<file path="src/rtl/io_bus_bridge.sv">
`default_nettype none
// ============================================================================
//  Module      : io_bus_bridge
//  Description : CPU-side master for the peripheral bus. Registers one CPU
//                I/O load/store request, drives the peripheral select and
//                strobes until the peripheral answers ready (or the watchdog
//                expires), then returns data plus a one-cycle ack.
//  Ports       :
//    i_clk, i_rst                  clock, synchronous active-low reset
//    i_cpu_req/we/addr/wdata       CPU request, sampled only in IDLE
//    o_cpu_busy/ack/err/rdata      CPU stall, completion pulse, status, data
//    o_addr/sel/we/re/wdata        peripheral bus request side
//    i_rdata, i_rdy                peripheral bus response side
//    i_err_clr                     clears the sticky timeout flag
//    o_err_flag, o_err_addr        sticky timeout flag, last timed-out addr
//  Revision    : 1.0 - initial release
// ============================================================================
module io_bus_bridge #(
    parameter int          TMO_CYCLES = 255,
    parameter int          TMO_W      = 8,
    parameter logic [15:0] ERR_RDATA  = 16'hDEAD
) (
    input  logic        i_clk,
    input  logic        i_rst,
    input  logic        i_cpu_req,
    input  logic        i_cpu_we,
    input  logic [15:0] i_cpu_addr,
    input  logic [15:0] i_cpu_wdata,
    output logic        o_cpu_busy,
    output logic        o_cpu_ack,
    output logic        o_cpu_err,
    output logic [15:0] o_cpu_rdata,
    output logic [15:0] o_addr,
    output logic        o_sel,
    output logic        o_we,
    output logic        o_re,
    output logic [15:0] o_wdata,
    input  logic [15:0] i_rdata,
    input  logic        i_rdy,
    input  logic        i_err_clr,
    output logic        o_err_flag,
    output logic [15:0] o_err_addr
);

    localparam logic [1:0] c_ST_IDLE   = 2'd0;
    localparam logic [1:0] c_ST_ACCESS = 2'd1;
    localparam logic [1:0] c_ST_RESP   = 2'd2;

    // Counter starts at 0 on the first ACCESS cycle, so comparing against
    // TMO_CYCLES-1 allows exactly TMO_CYCLES cycles in ACCESS.
    localparam logic [TMO_W-1:0] c_TMO_LAST = TMO_W'(TMO_CYCLES - 1);
    localparam logic [TMO_W-1:0] c_CNT_ONE  = TMO_W'(1);

    logic [1:0]       r_state,     w_state_nxt;
    logic [TMO_W-1:0] r_tmo_cnt,   w_tmo_cnt_nxt;
    logic             r_busy,      w_busy_nxt;
    logic             r_ack,       w_ack_nxt;
    logic             r_err,       w_err_nxt;
    logic [15:0]      r_rdata,     w_rdata_nxt;
    logic [15:0]      r_addr,      w_addr_nxt;
    logic             r_sel,       w_sel_nxt;
    logic             r_we,        w_we_nxt;
    logic             r_re,        w_re_nxt;
    logic [15:0]      r_wdata,     w_wdata_nxt;
    logic             r_err_flag,  w_err_flag_nxt;
    logic [15:0]      r_err_addr,  w_err_addr_nxt;

    // Next-state and next-output logic; every output is the registered copy
    // of these values, so no input reaches an output combinationally.
    always_comb begin
        w_state_nxt    = r_state;
        w_tmo_cnt_nxt  = r_tmo_cnt;
        w_ack_nxt      = 1'b0;
        w_err_nxt      = r_err;
        w_rdata_nxt    = r_rdata;
        w_addr_nxt     = r_addr;
        w_sel_nxt      = r_sel;
        w_we_nxt       = r_we;
        w_re_nxt       = r_re;
        w_wdata_nxt    = r_wdata;
        w_err_flag_nxt = r_err_flag;
        w_err_addr_nxt = r_err_addr;

        // Clear first so a timeout later in this block overrides it.
        if (i_err_clr) begin
            w_err_flag_nxt = 1'b0;
        end

        case (r_state)
            c_ST_IDLE: begin
                if (i_cpu_req) begin
                    w_addr_nxt    = i_cpu_addr;
                    w_we_nxt      = i_cpu_we;
                    w_re_nxt      = ~i_cpu_we;
                    w_wdata_nxt   = i_cpu_wdata;
                    w_sel_nxt     = 1'b1;
                    w_tmo_cnt_nxt = '0;
                    w_state_nxt   = c_ST_ACCESS;
                end
            end

            c_ST_ACCESS: begin
                w_tmo_cnt_nxt = r_tmo_cnt + c_CNT_ONE;
                // Ready is tested first so it wins over a coincident timeout.
                if (i_rdy) begin
                    w_rdata_nxt = r_we ? 16'h0000 : i_rdata;
                    w_err_nxt   = 1'b0;
                    w_sel_nxt   = 1'b0;
                    w_we_nxt    = 1'b0;
                    w_re_nxt    = 1'b0;
                    w_ack_nxt   = 1'b1;
                    w_state_nxt = c_ST_RESP;
                end else if (r_tmo_cnt == c_TMO_LAST) begin
                    w_rdata_nxt    = r_we ? 16'h0000 : ERR_RDATA;
                    w_err_nxt      = 1'b1;
                    w_err_flag_nxt = 1'b1;
                    w_err_addr_nxt = r_addr;
                    w_sel_nxt      = 1'b0;
                    w_we_nxt       = 1'b0;
                    w_re_nxt       = 1'b0;
                    w_ack_nxt      = 1'b1;
                    w_state_nxt    = c_ST_RESP;
                end
            end

            c_ST_RESP: begin
                w_state_nxt = c_ST_IDLE;
            end

            default: begin
                w_state_nxt = c_ST_IDLE;
                w_sel_nxt   = 1'b0;
                w_we_nxt    = 1'b0;
                w_re_nxt    = 1'b0;
            end
        endcase

        w_busy_nxt = (w_state_nxt != c_ST_IDLE);
    end

    always_ff @(posedge i_clk) begin
        if (!i_rst) begin
            r_state    <= c_ST_IDLE;
            r_tmo_cnt  <= '0;
            r_busy     <= 1'b0;
            r_ack      <= 1'b0;
            r_err      <= 1'b0;
            r_rdata    <= 16'h0000;
            r_addr     <= 16'h0000;
            r_sel      <= 1'b0;
            r_we       <= 1'b0;
            r_re       <= 1'b0;
            r_wdata    <= 16'h0000;
            r_err_flag <= 1'b0;
            r_err_addr <= 16'h0000;
        end else begin
            r_state    <= w_state_nxt;
            r_tmo_cnt  <= w_tmo_cnt_nxt;
            r_busy     <= w_busy_nxt;
            r_ack      <= w_ack_nxt;
            r_err      <= w_err_nxt;
            r_rdata    <= w_rdata_nxt;
            r_addr     <= w_addr_nxt;
            r_sel      <= w_sel_nxt;
            r_we       <= w_we_nxt;
            r_re       <= w_re_nxt;
            r_wdata    <= w_wdata_nxt;
            r_err_flag <= w_err_flag_nxt;
            r_err_addr <= w_err_addr_nxt;
        end
    end

    assign o_cpu_busy  = r_busy;
    assign o_cpu_ack   = r_ack;
    assign o_cpu_err   = r_err;
    assign o_cpu_rdata = r_rdata;
    assign o_addr      = r_addr;
    assign o_sel       = r_sel;
    assign o_we        = r_we;
    assign o_re        = r_re;
    assign o_wdata     = r_wdata;
    assign o_err_flag  = r_err_flag;
    assign o_err_addr  = r_err_addr;

endmodule
`default_nettype wire
</file>
<file path="config.mk">
export PLATFORM = sky130hd
export DESIGN_NAME = io_bus_bridge
export DESIGN_NICKNAME = d
export VERILOG_FILES = /design/src/rtl/io_bus_bridge.sv
export SDC_FILE = /design/constraint.sdc
export NUM_CORES = 1
export LEC_CHECK = 0
export ABC_CLOCK_PERIOD_IN_PS = 1900
export BUFFER_PORTS_ARGS = -buffer_cell sky130_fd_sc_hd__buf_2
export CAP_MARGIN = 10
export CELL_PAD_IN_SITES_DETAIL_PLACEMENT = 1
export CELL_PAD_IN_SITES_GLOBAL_PLACEMENT = 2
export CORE_ASPECT_RATIO = 1.25
export CORE_MARGIN = 5
export CORE_UTILIZATION = 27
export CTS_CLUSTER_SIZE = 28
export DETAILED_ROUTE_END_ITERATION = 10
export PLACE_DENSITY = 0.86
export SYNTH_ARGS = -nofsm -noshare
export SYNTH_HDL_FRONTEND = slang
export SYNTH_SLANG_ARGS = --single-unit
</file>
<file path="constraint.sdc">
create_clock -name i_clk -period 1.9 [get_ports i_clk]
set_clock_uncertainty 0.05 [all_clocks]
set_input_delay 0.19 -clock i_clk [delete_from_list [all_inputs] [get_ports i_clk]]
set_output_delay 0.19 -clock i_clk [all_outputs]
set_load 0.005 [all_outputs]
</file>
# Word-level counts from Yosys, hierarchy flattened
# Index checks and enable logic that the tools add are counted.
# word_totals
elab_cells,58
reg_bits,81
input_bits,54
# op_classes
reduce_logical,10
n_mux,26
addsub,1
eq_ne,5
bitwise_logic,3
# op_table
cell,count
two-way mux 16 bit,4
one-hot mux 8 bit (2 select lines),1
two-way mux 1 bit,13
one-hot mux 1 bit (3 select lines),3
"adder 8 x 1 -> 8 bit, second input constant",1
"== test 8 bit, second input constant",1
two-way mux 8 bit,1
AND reduction 2 bit,4
two-way mux 2 bit,3
AND reduction 3 bit,2
nonzero test 2 bit,3
one-hot mux 2 bit (2 select lines),1
"!= test 3 bit, second input constant",1
NOT 1 bit,3
"== test 2 x 1 -> 1 bit, second input constant",1
"== test 2 bit, second input constant",1
logical NOT 2 bit,1
"!= test 2 bit, second input constant",1

# Longest topological paths before layout
# Gate-level depths: netlist (run 1).
# depth
depth_word,5
depth_mapped,7

# Worst setup path before layout (run 1)
# OpenSTA, ideal clock, no wires.
# synth_timing
path_type,register to register
from,reg r_tmo_cnt[2]
to,"reg r_rdata[12], in the netlist o_cpu_rdata[12]"
t_arrival_ps,1427
stages_incl_launch_ff,7
path_slack_ps,306
required_ps,1733
cell_sequence,dfxtp_1 clkbuf_2 and4_4 a41oi_4 o21a_4 buf_6 a22o_2
# synth_via
elab_chain_cells,3
# synth_lines
item,line,rtl
"start, declared",55,"logic [TMO_W-1:0] r_tmo_cnt, w_tmo_cnt_nxt;"
"start signal, assigned",158,r_tmo_cnt <= w_tmo_cnt_nxt;
== test 8 bit,113,end else if (r_tmo_cnt == c_TMO_LAST) begin
nonzero test 2 bit (no line),--,
AND reduction 2 bit (no line),--,
"end signal, assigned",162,r_rdata <= w_rdata_nxt;
"end, declared",59,"logic [15:0] r_rdata, w_rdata_nxt;"
# Every way passes these cells.
# A chain may end at the register's enable or synchronous reset.

# Worst setup path in the final report (run 1)
# layout_timing
from,reg r_tmo_cnt[5]
to,"reg r_rdata[7], in the netlist o_cpu_rdata[7]"
# Same word-level chain as after synthesis.

==> impl_metrics.py, run 1 <==
metrics = {
    "status": {
        "status": "completed",
    },
    "cells_and_area": {
        "antennaDiodeCount": 0,
        "nets": 528,
        "drive_gt1_share_pct": 35.3,
        "postLayoutCellArea_sq_um": 4130,
        "area_growth_pct": 35.6,
        "final_util_pct": 37.3,
    },
    "clock_network": {
        "cts_sinks": 81,
        "root_buffer": "clkbuf_16",
        "tritoncts": "built",
        "postCtsSetupBuffers": 0,
        "clk_latency_ps": 330,
        "hold_buffers": 0,
        "numCtsBuffers": 9,
        "htreeDepth": 3,
        "clock_path_buffers": 2,
        "cts.clk_slew.worst_paths_ps": 60,
    },
    "worst_setup_path": {
        "critical_path.max_fanout": 11,
        "cpLargestDelayFamily": "simple AND/OR/NAND/NOR gates",
        "slowest_stage": "nor3_2",
        "path_buf_inv": 0,
        "cp.required_ps": 2120,
        "path_cells": "and4_4 -> a41oi_4 -> nor3_2 -> a22o_2",
        "cp-end-kind": "flip-flop",
        "cp.arrival_ps": 1920,
        "crit_type": "reg2reg",
        "cp-start-kind": "flip-flop",
        "critPathMaxStageDelay_ps": 570,
    },
    "sta": {
        "hold_slack_ps": 18.8,
        "finalSetupViolCount": 0,
        "tightest_slew_ps": 665,
        "slew_headroom_pct": 55.4,
        "finalHoldViolCount": 0,
        "grt_setup_unrepaired": "false",
        "final_max_slew_viol_count": 0,
        "fin_crit_ps": 1700,
        "fin_crit_sh_pct": 89.3,
        "clock.fmax_mhz": 589,
    },
    "detailed_routing": {
        "drtPass1Iterations": 4,
        "totalWireLength_um": 9270,
        "drc": 0,
        "drt-wirelength-per-cell_um": 15.2,
        "antenna_left": 0,
        "vias": 2876,
        "viasPerCell": 4.71,
        "drtIter0Drc": 86,
    },
    "floorplan": {
        "coreArea_sq_um": 11100,
        "initial_utilization_pct": 27.5,
        "die_x_um": 105,
        "rows": 43,
        "io_pins": 125,
        "die_h_um": 129,
        "dieArea_sq_um": 13500,
    },
    "pwr": {
        "power_frac_seq_pct": 47.4,
        "sw_frac_of_total_pct": 23.3,
        "p_leak_nw": 1.89,
        "clkPwrFrac_pct": 42.9,
        "p_int_mw": 2.94,
        "peakVddDrop_uv": 343,
        "switching_power_uw": 891,
        "power.density_nw_per_um2": 927,
        "combPwrFrac_pct": 9.7,
    },
    "grt": {
        "grt_pass1_vias": 2970,
        "grt_pass1_wl_um": 15100,
        "grt_overflow_total": 0,
        "antenna_found_initial": 0,
        "track_usage_pct": 13.8,
        "grt_max_degree": 45,
    },
    "logic_synthesis": {
        "syn_nets": 402,
        "netlist_area_sq_um": 3050,
        "synth.yosys.seq_area_share_pct": 53.2,
        "synth_warnings": 0,
        "synth-main-ff-cell": "dfxtp_1",
        "synthCells": 346,
        "synth_cell_types": 41,
        "synthArstFlopShare_pct": 0,
        "synth_edf_count": 0,
        "syn_avg_cell_area_sq_um": 8.81,
        "ys_ff_latch": 81,
    },
    "flow_run": {
        "maxCapViolCount": 0,
    },
    "placed_design": {
        "hpwlAfterDp_um": 7000,
        "io_buffers": 124,
        "dpl_cell_area_sq_um": 3850,
        "gp_congestion": 0.737,
    },
    "worst_hold_path": {
        "min_path_type": "in2reg",
    },
}
## cell families (layout without fill, tap and decap cells)
logic type | after synthesis | count (layout) | synth area share, %
flops | 81 | 81 | 53.2
simple gates | 146 | 146 | 22.3
buf+inv | 30 | 160 | 4.64
fa+ha+maj | 2 | 2 | 0.821
compound gates | 84 | 84 | 18.0
mux | 3 | 3 | 1.07
## placed cells by master, fill, tap and decap left out, types with 3 or more instances in the layout
master	instances
buf_2	124
nand2_1	88
dfxtp_1	81
a21oi_1	36
nand3_1	20
o21ai_0	19
buf_4	15
a22o_1	12
nand2b_1	10
nor2_1	9
clkbuf_16	9
inv_1	5
a22o_2	4
nand4_1	3
a21boi_0	3
clkinv_2	3
## area by class of cell
cell class | instances | area (sq um)
clock buffer | 11 | 233
clock inverter | 4 | 45.0
fill | 1364 | 6950
inverter | 5 | 18.8
multi-input combinational | 235 | 1290
sequential | 81 | 1620
tap | 135 | 169
timing repair buffer | 140 | 753
## flip-flops by register name, indices dropped and copies added, names as in the netlist, 2 cells and up
name         count
o_addr          16
o_cpu_rdata     16
o_err_addr      16
o_wdata         16
r_tmo_cnt        8
r_state          2
## Yosys cell counts, drive strengths merged, types with 2 or more instances
library cell / number / area share (%)
a21boi: 3 / 0.74
nor2: 10 / 1.2
nor3: 3 / 0.49
inv: 5 / 0.62
nand3: 20 / 3.3
and2: 2 / 0.41
nand2b: 11 / 2.3
clkbuf: 15 / 1.9
nand4: 3 / 0.62
dfxtp: 81 / 53
o21ai: 19 / 3.1
ha: 2 / 0.82
a41oi: 2 / 1.2
mux2: 2 / 0.74
nand2: 88 / 11
buf: 10 / 2.1
a21oi: 36 / 5.9
a211oi: 2 / 0.49
a22o: 16 / 4.8
or2b: 2 / 0.49
## path summary, 6_finish.rpt
kind | startpoint | to | slack [ps] | depth (start not counted)
max | r_tmo_cnt[5] | o_cpu_rdata[7] | 200 | 4
min | i_rdata[6] | o_cpu_rdata[6] | 20 | 2
max reg2reg | r_tmo_cnt[5] | o_cpu_rdata[7] | 200 | 4
min reg2reg | o_err_addr[2] | o_err_addr[2] | 400 | 2
## per-layer routing
metal	track usage, %	part of all wire, %	vias to the layer above
li1	-	-	1426
met1	16.3	45	1341
met2	23.2	47	105
met3	5.57	7.8	4
met4	3.99	0.57	0
met5	0	0	-
## power groups by stage
stage	Clock [mW]	Sequential (mW)	Combinational, mW
after floorplan	0	1.85	0.184
after global placement	0	1.85	0.370
after detailed placement	0	1.85	0.382
after CTS	1.70	1.82	0.383
after global routing	1.76	1.83	0.422
final	1.64	1.82	0.374
## what timing repair did
action / in CTS / in global routing
endpoints found under the setup margin: 11 / 0
resized for setup: 1 / 0
hold endpoints to repair: 0 / 0
## through the flow
step | instances | setup slack, ps | power, mW | setup TNS [ps]
finish | 611 | 202 | 3.83 | 0
global route | 611 | 69.3 | 4.01 | 0
CTS | 611 | 204 | 3.90 | 0
detailed placement | 596 | -147 | 2.23 | -1270
global placement | 596 | -44.6 | 2.22 | -240
floorplan | 346 | 306 | 2.04 | 0
No activity file was read; power rests on OpenSTA's default activity.
==> inputs of run 2 (changes only) <==
Settings changed: REMOVE_ABC_BUFFERS set to 1.
==> impl_metrics.py, run 2 (same netlist as run 1, synthesis figures left out) <==
metrics = {
    "floorplan": {
        "coreArea_sq_um": 11100,
        "io_pins": 125,
        "rows": 43,
        "die_h_um": 129,
        "dieArea_sq_um": 13500,
        "die_x_um": 105,
        "initial_utilization_pct": 27.5,
    },
    "clock_network": {
        "clk_latency_ps": 330,
        "numCtsBuffers": 9,
        "cts_sinks": 81,
        "cts.clk_slew.worst_paths_ps": 60,
        "clock_path_buffers": 2,
        "root_buffer": "clkbuf_16",
        "tritoncts": "built",
        "htreeDepth": 3,
        "hold_buffers": 0,
    },
    "sta": {
        "slew_headroom_pct": 52.6,
        "fin_crit_sh_pct": 91.6,
        "tns_ps": 0,
        "finalHoldViolCount": 0,
        "tightest_slew_ps": 707,
        "grt_setup_unrepaired": "false",
        "fin_crit_ps": 1740,
        "hold_slack_ps": 12.6,
        "finalSetupViolCount": 0,
        "clock.fmax_mhz": 574,
        "setup_slack_ps": 159,
        "final_max_slew_viol_count": 0,
    },
    "cells_and_area": {
        "drive_gt1_share_pct": 36.4,
        "mostFrequentLayoutCells": "buf_2 (124), nand2_1 (88), dfxtp_1 (81), a21oi_1 (36), buf_4 (21)",
        "postLayoutCellArea_sq_um": 4220,
        "area_growth_pct": 38.4,
        "mostFrequentLayoutCell": "buf_2",
        "nets": 534,
        "final_util_pct": 38.1,
        "antennaDiodeCount": 0,
        "instances_no_fill": 618,
    },
    "grt": {
        "grt_pass1_wl_um": 15000,
        "grt_max_degree": 45,
        "grt_pass1_vias": 3108,
        "grt_overflow_total": 0,
        "track_usage_pct": 13.6,
        "antenna_found_initial": 1,
    },
    "pwr": {
        "totalPowerFinal_mw": 4.06,
        "peakVddDrop_uv": 449,
        "combPwrFrac_pct": 9.3,
        "p_int_mw": 3.10,
        "switching_power_uw": 959,
        "clkPwrFrac_pct": 46.1,
        "power.density_nw_per_um2": 961,
        "sw_frac_of_total_pct": 23.6,
        "p_leak_nw": 1.94,
        "power_frac_seq_pct": 44.6,
    },
    "detailed_routing": {
        "vias": 2932,
        "drtIter0Drc": 69,
        "antenna_left": 0,
        "viasPerCell": 4.74,
        "drt-wirelength-per-cell_um": 14.7,
        "totalWireLength_um": 9080,
        "drtPass1Iterations": 4,
        "drc": 0,
    },
    "worst_setup_path": {
        "critical_path.max_fanout": 22,
        "critPathMaxStageDelay_ps": 640,
        "slowest_stage": "or3b_2",
        "r2r_cells": 5,
        "cp-end-kind": "flip-flop",
        "crit_type": "reg2reg",
        "cp.required_ps": 2070,
        "critPathMostFrequentCell": "buf_4",
        "cp-start-kind": "flip-flop",
        "path_cells": "buf_4 -> or3b_2 -> buf_4 -> nand2_1 -> a21boi_0",
        "cp.arrival_ps": 1910,
    },
    "placed_design": {
        "hpwlAfterDp_um": 6780,
        "io_buffers": 124,
        "dpl.cell_count": 602,
        "gp_congestion": 0.787,
        "dp_slack_ps": -250,
        "dpl_cell_area_sq_um": 3900,
    },
    "worst_hold_path": {
        "min_path_type": "in2reg",
        "hold_depth": 2,
    },
    "status": {
        "status": "completed",
    },
    "flow_run": {
        "maxCapViolCount": 0,
    },
}
## run 2: cell types whose count changed in the layout (fill, tap and decap cells not counted)
cell and delta:
buf_4 +6, bufinv_16 +1, clkinv_4 +2, clkbuf_1 -1, clkinv_2 -2, inv_6 +1
## run 2: timing repair
action | CTS | global route
endpoints found under the setup margin | 11 | 0
gates resized for setup | 1 | 0
setup buffers | 0 | 0
## run 2: cell type report
cell class                 instances  area (sq um)
fill                            1341          6860
sequential                        81          1620
multi-input combinational        235          1290
timing repair buffer             146           798
clock buffer                      10           229
tap                              135           169
clock inverter                     6          91.3
inverter                           5          18.8
## run 2: worst paths after layout
path                                     start             end  slack [ps]
worst max-delay path                r_state[0]     o_wdata[14]         160
worst min-delay path                i_rdata[4]  o_cpu_rdata[4]          10
worst max register to register      r_state[0]     o_wdata[14]         160
worst min register to register  o_err_addr[12]  o_err_addr[12]         400
## run 2: power groups by stage
stage          registers [mW]  clock network (mW)  logic (mW)
2_1_floorplan            1.85                   0       0.151
3_3_place_gp             1.85                   0       0.375
3_5_place_dp             1.85                   0       0.387
4_1_cts                  1.81                1.92       0.389
5_1_grt                  1.82                1.98       0.425
6_report                 1.81                1.87       0.378
## run 2: routing by layer
layer | track usage [%] | wire length (um) | up-vias
li1 | - | - | 1443
met1 | 14.9 | 3640 | 1400
met2 | 24.5 | 4650 | 76
met3 | 4.52 | 649 | 11
met4 | 4.97 | 129 | 2
met5 | 0 | 13 | -
## run 2: critical path, delay by kind of cell (launching register included)
family | cells | cell delay (ps)
buf+inv | 2 | 460
simple gates | 2 | 730
flops | 1 | 310
compound gates | 1 | 80
